### src/rtl/uart_rx_fifo.sv
// uart_rx_fifo: 16x-oversampled 8N1 UART receiver feeding a first-word-fall-through FIFO
module uart_rx_fifo #(
    parameter int DBIT      = 8,
    parameter int SB_TICK   = 16,
    parameter int FIFO_ADDR = 2
) (
    input  logic            clk,
    input  logic            i_reset_n,
    input  logic            i_rx,
    input  logic            i_s_tick,
    input  logic            i_rd,
    output logic [DBIT-1:0] o_data,
    output logic            o_rx_empty,
    output logic            o_rx_full,
    output logic            o_frame_err,
    output logic            o_overrun
);
    localparam int SW = (SB_TICK > 16) ? $clog2(SB_TICK) : 4;
    localparam int NW = (DBIT > 1) ? $clog2(DBIT) : 1;
    localparam logic [SW-1:0] S_MID  = SW'(7);
    localparam logic [SW-1:0] S_BIT  = SW'(15);
    localparam logic [SW-1:0] S_STOP = SW'(SB_TICK - 1);
    localparam logic [NW-1:0] N_LAST = NW'(DBIT - 1);
    typedef enum logic [1:0] {IDLE, START, DATA, STOP} state_t;
    state_t               state;
    logic                 rx_m, rx_s;
    logic [SW-1:0]        s;
    logic [NW-1:0]        n;
    logic [DBIT-1:0]      b;
    logic [DBIT-1:0]      mem [2**FIFO_ADDR];
    logic [FIFO_ADDR-1:0] wr_ptr, rd_ptr;
    logic                 stop_done, push, pop, wr;
    assign stop_done = state == STOP && i_s_tick && s == S_STOP;
    assign push      = stop_done && rx_s;
    assign pop       = i_rd && !o_rx_empty;
    // a full FIFO still accepts the byte when the head leaves on the same edge
    assign wr        = push && (!o_rx_full || pop);
    assign o_data    = mem[rd_ptr];
    always_ff @(posedge clk) begin
        if (!i_reset_n) begin
            rx_m <= 1'b1;
            rx_s <= 1'b1;
        end else begin
            rx_m <= i_rx;
            rx_s <= rx_m;
        end
    end
    always_ff @(posedge clk) begin
        if (!i_reset_n) begin
            state       <= IDLE;
            s           <= '0;
            n           <= '0;
            b           <= '0;
            o_frame_err <= 1'b0;
        end else begin
            o_frame_err <= stop_done && !rx_s;
            case (state)
                IDLE: if (!rx_s) begin
                    state <= START;
                    s     <= '0;
                end
                START: if (i_s_tick) begin
                    if (s == S_MID) begin
                        state <= rx_s ? IDLE : DATA;
                        s     <= '0;
                        n     <= '0;
                    end else s <= s + 1'b1;
                end
                DATA: if (i_s_tick) begin
                    if (s == S_BIT) begin
                        b     <= {rx_s, b[DBIT-1:1]};
                        s     <= '0;
                        state <= n == N_LAST ? STOP : DATA;
                        n     <= n == N_LAST ? n : n + 1'b1;
                    end else s <= s + 1'b1;
                end
                STOP: if (i_s_tick) begin
                    state <= s == S_STOP ? IDLE : STOP;
                    s     <= s == S_STOP ? '0 : s + 1'b1;
                end
            endcase
        end
    end
    always_ff @(posedge clk) begin
        if (!i_reset_n) begin
            for (int i = 0; i < 2**FIFO_ADDR; i++) mem[i] <= '0;
            wr_ptr     <= '0;
            rd_ptr     <= '0;
            o_rx_empty <= 1'b1;
            o_rx_full  <= 1'b0;
            o_overrun  <= 1'b0;
        end else begin
            o_overrun <= push && !wr;
            if (wr) begin
                mem[wr_ptr] <= b;
                wr_ptr      <= wr_ptr + 1'b1;
            end
            if (pop) rd_ptr <= rd_ptr + 1'b1;
            if (wr && !pop) begin
                o_rx_empty <= 1'b0;
                o_rx_full  <= FIFO_ADDR'(wr_ptr + 1'b1) == rd_ptr;
            end else if (pop && !wr) begin
                o_rx_full  <= 1'b0;
                o_rx_empty <= FIFO_ADDR'(rd_ptr + 1'b1) == wr_ptr;
            end
        end
    end
endmodule

### config.mk
export PLATFORM = sky130hd
export DESIGN_NAME = uart_rx_fifo
export DESIGN_NICKNAME = d
export VERILOG_FILES = /design/src/rtl/uart_rx_fifo.sv
export SDC_FILE = /design/constraint.sdc
export NUM_CORES = 1
export LEC_CHECK = 0
export BUFFER_PORTS_ARGS = -buffer_cell sky130_fd_sc_hd__buf_2
export CAP_MARGIN = 20
export CORE_UTILIZATION = 55
export DETAILED_ROUTE_END_ITERATION = 10
export HOLD_SLACK_MARGIN = 0.06
export PLACE_DENSITY = 0.73
export SLEW_MARGIN = 20
export SYNTH_ARGS = -nofsm -noshare
export SYNTH_HDL_FRONTEND = slang
export SYNTH_SLANG_ARGS = --single-unit
### constraint.sdc
create_clock -name clk -period 6.4 [get_ports clk]
set_input_delay 1.6 -clock clk [delete_from_list [all_inputs] [get_ports clk]]
set_output_delay 1.6 -clock clk [all_outputs]
set_load 0.02 [all_outputs]
== After elaboration in Yosys (flattened, before gate mapping) ==
Memory sizes are Yosys's and may differ from the RTL's. A register that Yosys moved wholly into a read port is not among the register bits.
Cells that the tools add are included.
Word-level totals
  register bits: 27
  RAM bits: 32
  input port bits: 5
  output and inout port bits: 12
  logic and storage cells: 92
  memories kept: 1
Memories
  mem: depth 4, bits a word 8, rd ports 1, clocked after Yosys merged registers in 1, wr ports 4, RTL line 30  | logic [DBIT-1:0] mem [2**FIFO_ADDR];
Cells by class
  $add $sub $neg: 4
  equal/unequal tests: 16
  muxes and demuxes: 35
  reductions and logical operators: 24
Operators by type and width (count)
  $mux 2: 11
  $mux 4: 5
  $mux 3: 5
  $ne 2x2->1 const B: 7
  $pmux 4 s3: 1
  $reduce_and 6->1: 2
  $mux 1: 10
  $logic_and 1x1->1: 9
  $mux 8: 1
  $pmux 2 s4: 1
  $reduce_or 8->1: 1
  $pmux 3 s2: 1
  $reduce_and 3->1: 2
  $logic_not 1->1: 5
  $add 2x1->2 const B: 2
  $add 4x1->4 const B: 1
  $eq 2x2->1: 2
  $eq 2x2->1 const B: 2
  $eq 4x3->1 const B: 1
  $eq 4x4->1 const B: 1
  $reduce_bool 2->1: 2
  $add 3x1->3 const B: 1
  $eq 3x3->1 const B: 1
  $eq 2x1->1 const B: 1
  4 further kinds: 4

== Longest topological paths before layout ==
  word-level depth: 10
  mapped depth: 8
  depth with buffers taken out: 7

== Least setup slack after synthesis ==
Ideal clock, no wire load.
  path type: input to register
  from: input port i_rd
  to: memory mem[0][0] (enable)
  setup time: 0.387 ns
  data arrival time: 2.963 ns
  required time: 6.013 ns
  path slack: 3.050 ns
  stages: 5
  path buffers: 0
  cells stage by stage: nor2b_4 inv_1 nand2_1 nand3_4 o31ai_1
RTL lines
  from (decl): RTL line 11  | input logic i_rd,
  to (decl): RTL line 30

==> impl_metrics.csv <==
group,metric,value,unit
cts,h-tree-depth,3,
setup_path,path_common_cell,"buf_2",
timing,setup_tns,0,ns
grt,grt_pass1_wl,7424,um
logic_synthesis,synth_commonest_cells,"nor2_1 (53), edfxtp_1 (32), dfxtp_1 (29)",
route,avgRoutedWirePerCell,13.95,um
setup_path,cp_slowest_cell,"o31ai_1",
floorplanning,core,4755,um2
floorplanning,die_h,72.46,um
timing,rsz0062_at_grt,"false",
setup_path,slowest_delay,0.55,ns
worst_hold_path,hp-class,"register to register",
timing,post-route-period-util,0.5378,
logic_synthesis,syn_nets,240,
logic_synthesis,synth.distinct_cells,41,
timing,fin_crit,3.442,ns
place,finalWeightedCongestion,0.7658,
cells_and_area,multi_input_area,1107,um2
cts,post_cts_buffers,0,
pwr,p_per_area,276.9,nW/um2
cts,cts_resized,0,
logic_synthesis,syn_avg_cell_area,11.82,um2
logic_synthesis,synth_ff_type,"edfxtp_1",
cells_and_area,area_delta_synth_final,12.74,%
cts,cts_sinks,61,
place,place_inst,304,
route,routed_via_density,5.353,
cells_and_area,layout.nets,257,
cells_and_area,register_area,1541,um2
floorplanning,die_area,5250,um2
logic_synthesis,syn_inst,231,
grt,grt_pass1_vias,1591,
setup_path,crit_arrival,3.48,ns
timing,slew_headroom,0.4935,
logic_synthesis,synth_area_leaders,"edfxtp_1 (35%), dfxtp_1 (21%), nor2_1 (7.3%)",
cts,clk_latency,0.33,ns
cts,clk_pin_slew,0.06,ns
cts,root_buffer,"clkbuf_8",
timing,fin_skew,0.006429,ns
setup_path,cp.required,6.44,ns
setup_path,cp-end-kind,"register",
logic_synthesis,synth_edf_count,32,
logic_synthesis,synth_warnings,0,
cells_and_area,drive_gt1_frac,0.2095,
route,drt_first_pass_iters,4,
route,antenna_left,0,
floorplanning,die_w,72.46,um
cts,clk_path_buf_depth,2,
route,drt_iter0_markers,90,
logic_synthesis,synth_most_common_cell,"nor2_1",
timing,setup_viol,0,
grt,antenna_found_initial,0,
timing,worstMarginPinSlew,0.7590,ns
pwr,p_leak,0.001069,uW
logic_synthesis,yosysTopAreaCell,"edfxtp_1",
logic_synthesis,syn_area,2730,um2
floorplanning,io_pins,17,
cells_and_area,nFillCells,388,
grt,grt_max_degree,24,
setup_path,crit_fanout,10,
timing,finalHoldViolations,0,
logic_synthesis,synth_top_area_frac,0.3520,
place,io_buffers,16,
route,dr_total_vias,1713,
cts,hold_buffers,0,
setup_path,crit_type,"input port to register",
cells_and_area,antennaDiodeCount,0,
logic_synthesis,ys_seq_elements,61,
cts,numCtsBuffers,9,
job,max-cap-violations,0,
timing,slew_violations,0,
cells_and_area,instances_no_fill,320,
route,route.detailed.drc,0,
floorplanning,start_util,0.5742,
pwr,ir_drop,176.1,uV
floorplanning,rows,25,
run_status,status,"finished, final reports clean",
pwr,p_total,852.2,uW
grt,grt.overflow.total,0,
logic_synthesis,ys_seq_area_frac,0.5646,
place,hpwl,3188,um
cts,cts_tree,"built",
setup_path,crit_chain,"buf_2 > and4_1 > and3_1 > nand3_4 > o31ai_1 > buf_2",
route,totalWireLength,4463,um
timing,fmax,290.5,MHz
logic_synthesis,async_reset_ff_frac,0,
grt,grt.total_usage,0.1926,
setup_path,critPathLaunchType,"input port",
[worst max-delay path, delay by kind of cell]
family	cells	cell delay [ns]
AOI/OAI and AO/OA	1	0.55
buffers and inverters	2	0.41
and+or+nand+nor	3	0.91
[where the power goes]
| part | internal, uW | total, uW | switching, uW |
|---|---|---|---|
| logic | 10.6 | 28.4 | 17.9 |
| registers | 422 | 428 | 5.39 |
| clock network | 257 | 396 | 139 |
[final cells by class]
type                    count  share of cell area
clock inverters             5             0.03211
multi-input cells         151              0.3598
repair buffers             17             0.02764
well taps                  67             0.02724
flip-flops and latches     61              0.5008
inverters                   8            0.009756
clock buffers              11             0.04268
[path summary, 6_finish.rpt]
kind | startpoint | to | slack [ns] | cells past startpoint
hold / removal | rx_m | rx_s | 0.41 | 1
setup reg to reg | s[0] | mem[0][0] | 3.75 | 6
hold reg to reg | rx_m | rx_s | 0.41 | 1
setup / recovery | i_s_tick | mem[0][0] | 2.96 | 6
[layout by cell type, fill, tap and decap left out, types with 2 or more instances in the layout]
cell type and count:
o21ai_0 3, xnor2_1 2, and4_1 2, nor2b_1 3, o31ai_2 2, nor3b_1 2
clkbuf_8 9, o2111ai_2 2, o31ai_1 2, mux4_2 8, nand4_4 3, nand2b_1 2
ha_1 4, dfxtp_1 29, mux2i_1 12, clkbuf_1 2, mux2_2 3, inv_1 8
xor2_1 2, edfxtp_1 32, a21oi_1 6, nand2_1 17, buf_2 17, nor2_1 53
nand4_1 2, bufinv_16 3, and3_1 6, nor3_1 2
[flip-flops by register name, summed over array words and instances (netlist names), 2 cells and up, named ones only]
signal and cells:
mem 32, rd_ptr 2, b 8, n 3
state 2, s 4, wr_ptr 2
[layer usage]
| layer | vias to the layer above | global-route usage | wire length, um |
|---|---|---|---|
| li1 | 869 | - | - |
| met4 | 0 | 0.1133 | 107 |
| met3 | 13 | 0.04583 | 133 |
| met5 | - | 0 | 0 |
| met2 | 28 | 0.2970 | 2047 |
| met1 | 803 | 0.2484 | 2174 |
[stage by stage]
stage / instance area (um2) / utilization / hold slack [ns] / setup WS, ns
CTS: 3068 / 0.6453 / 0.4151 / 2.778
detailed placement: 2838 / 0.5968 / 0.3971 / 2.429
finish: 3078 / 0.6474 / 0.4096 / 2.958
global route: 3078 / 0.6474 / 0.4311 / 2.832
floorplan: 2730 / - / 0.3863 / 3.050
global placement: 2833 / 0.5958 / 0.3911 / 2.445
[cell families (layout without fill, tap and decap cells)]
logic type	count (synthesis)	count (layout)	synth area share
xor+xnor	4	4	0.01283
buf+inv	19	41	0.03345
simple gates	99	99	0.1902
compound gates	21	21	0.05821
fa+ha+maj	4	4	0.01833
mux	23	23	0.1224
flops	61	61	0.5646
(Power assumes the default switching activity.)
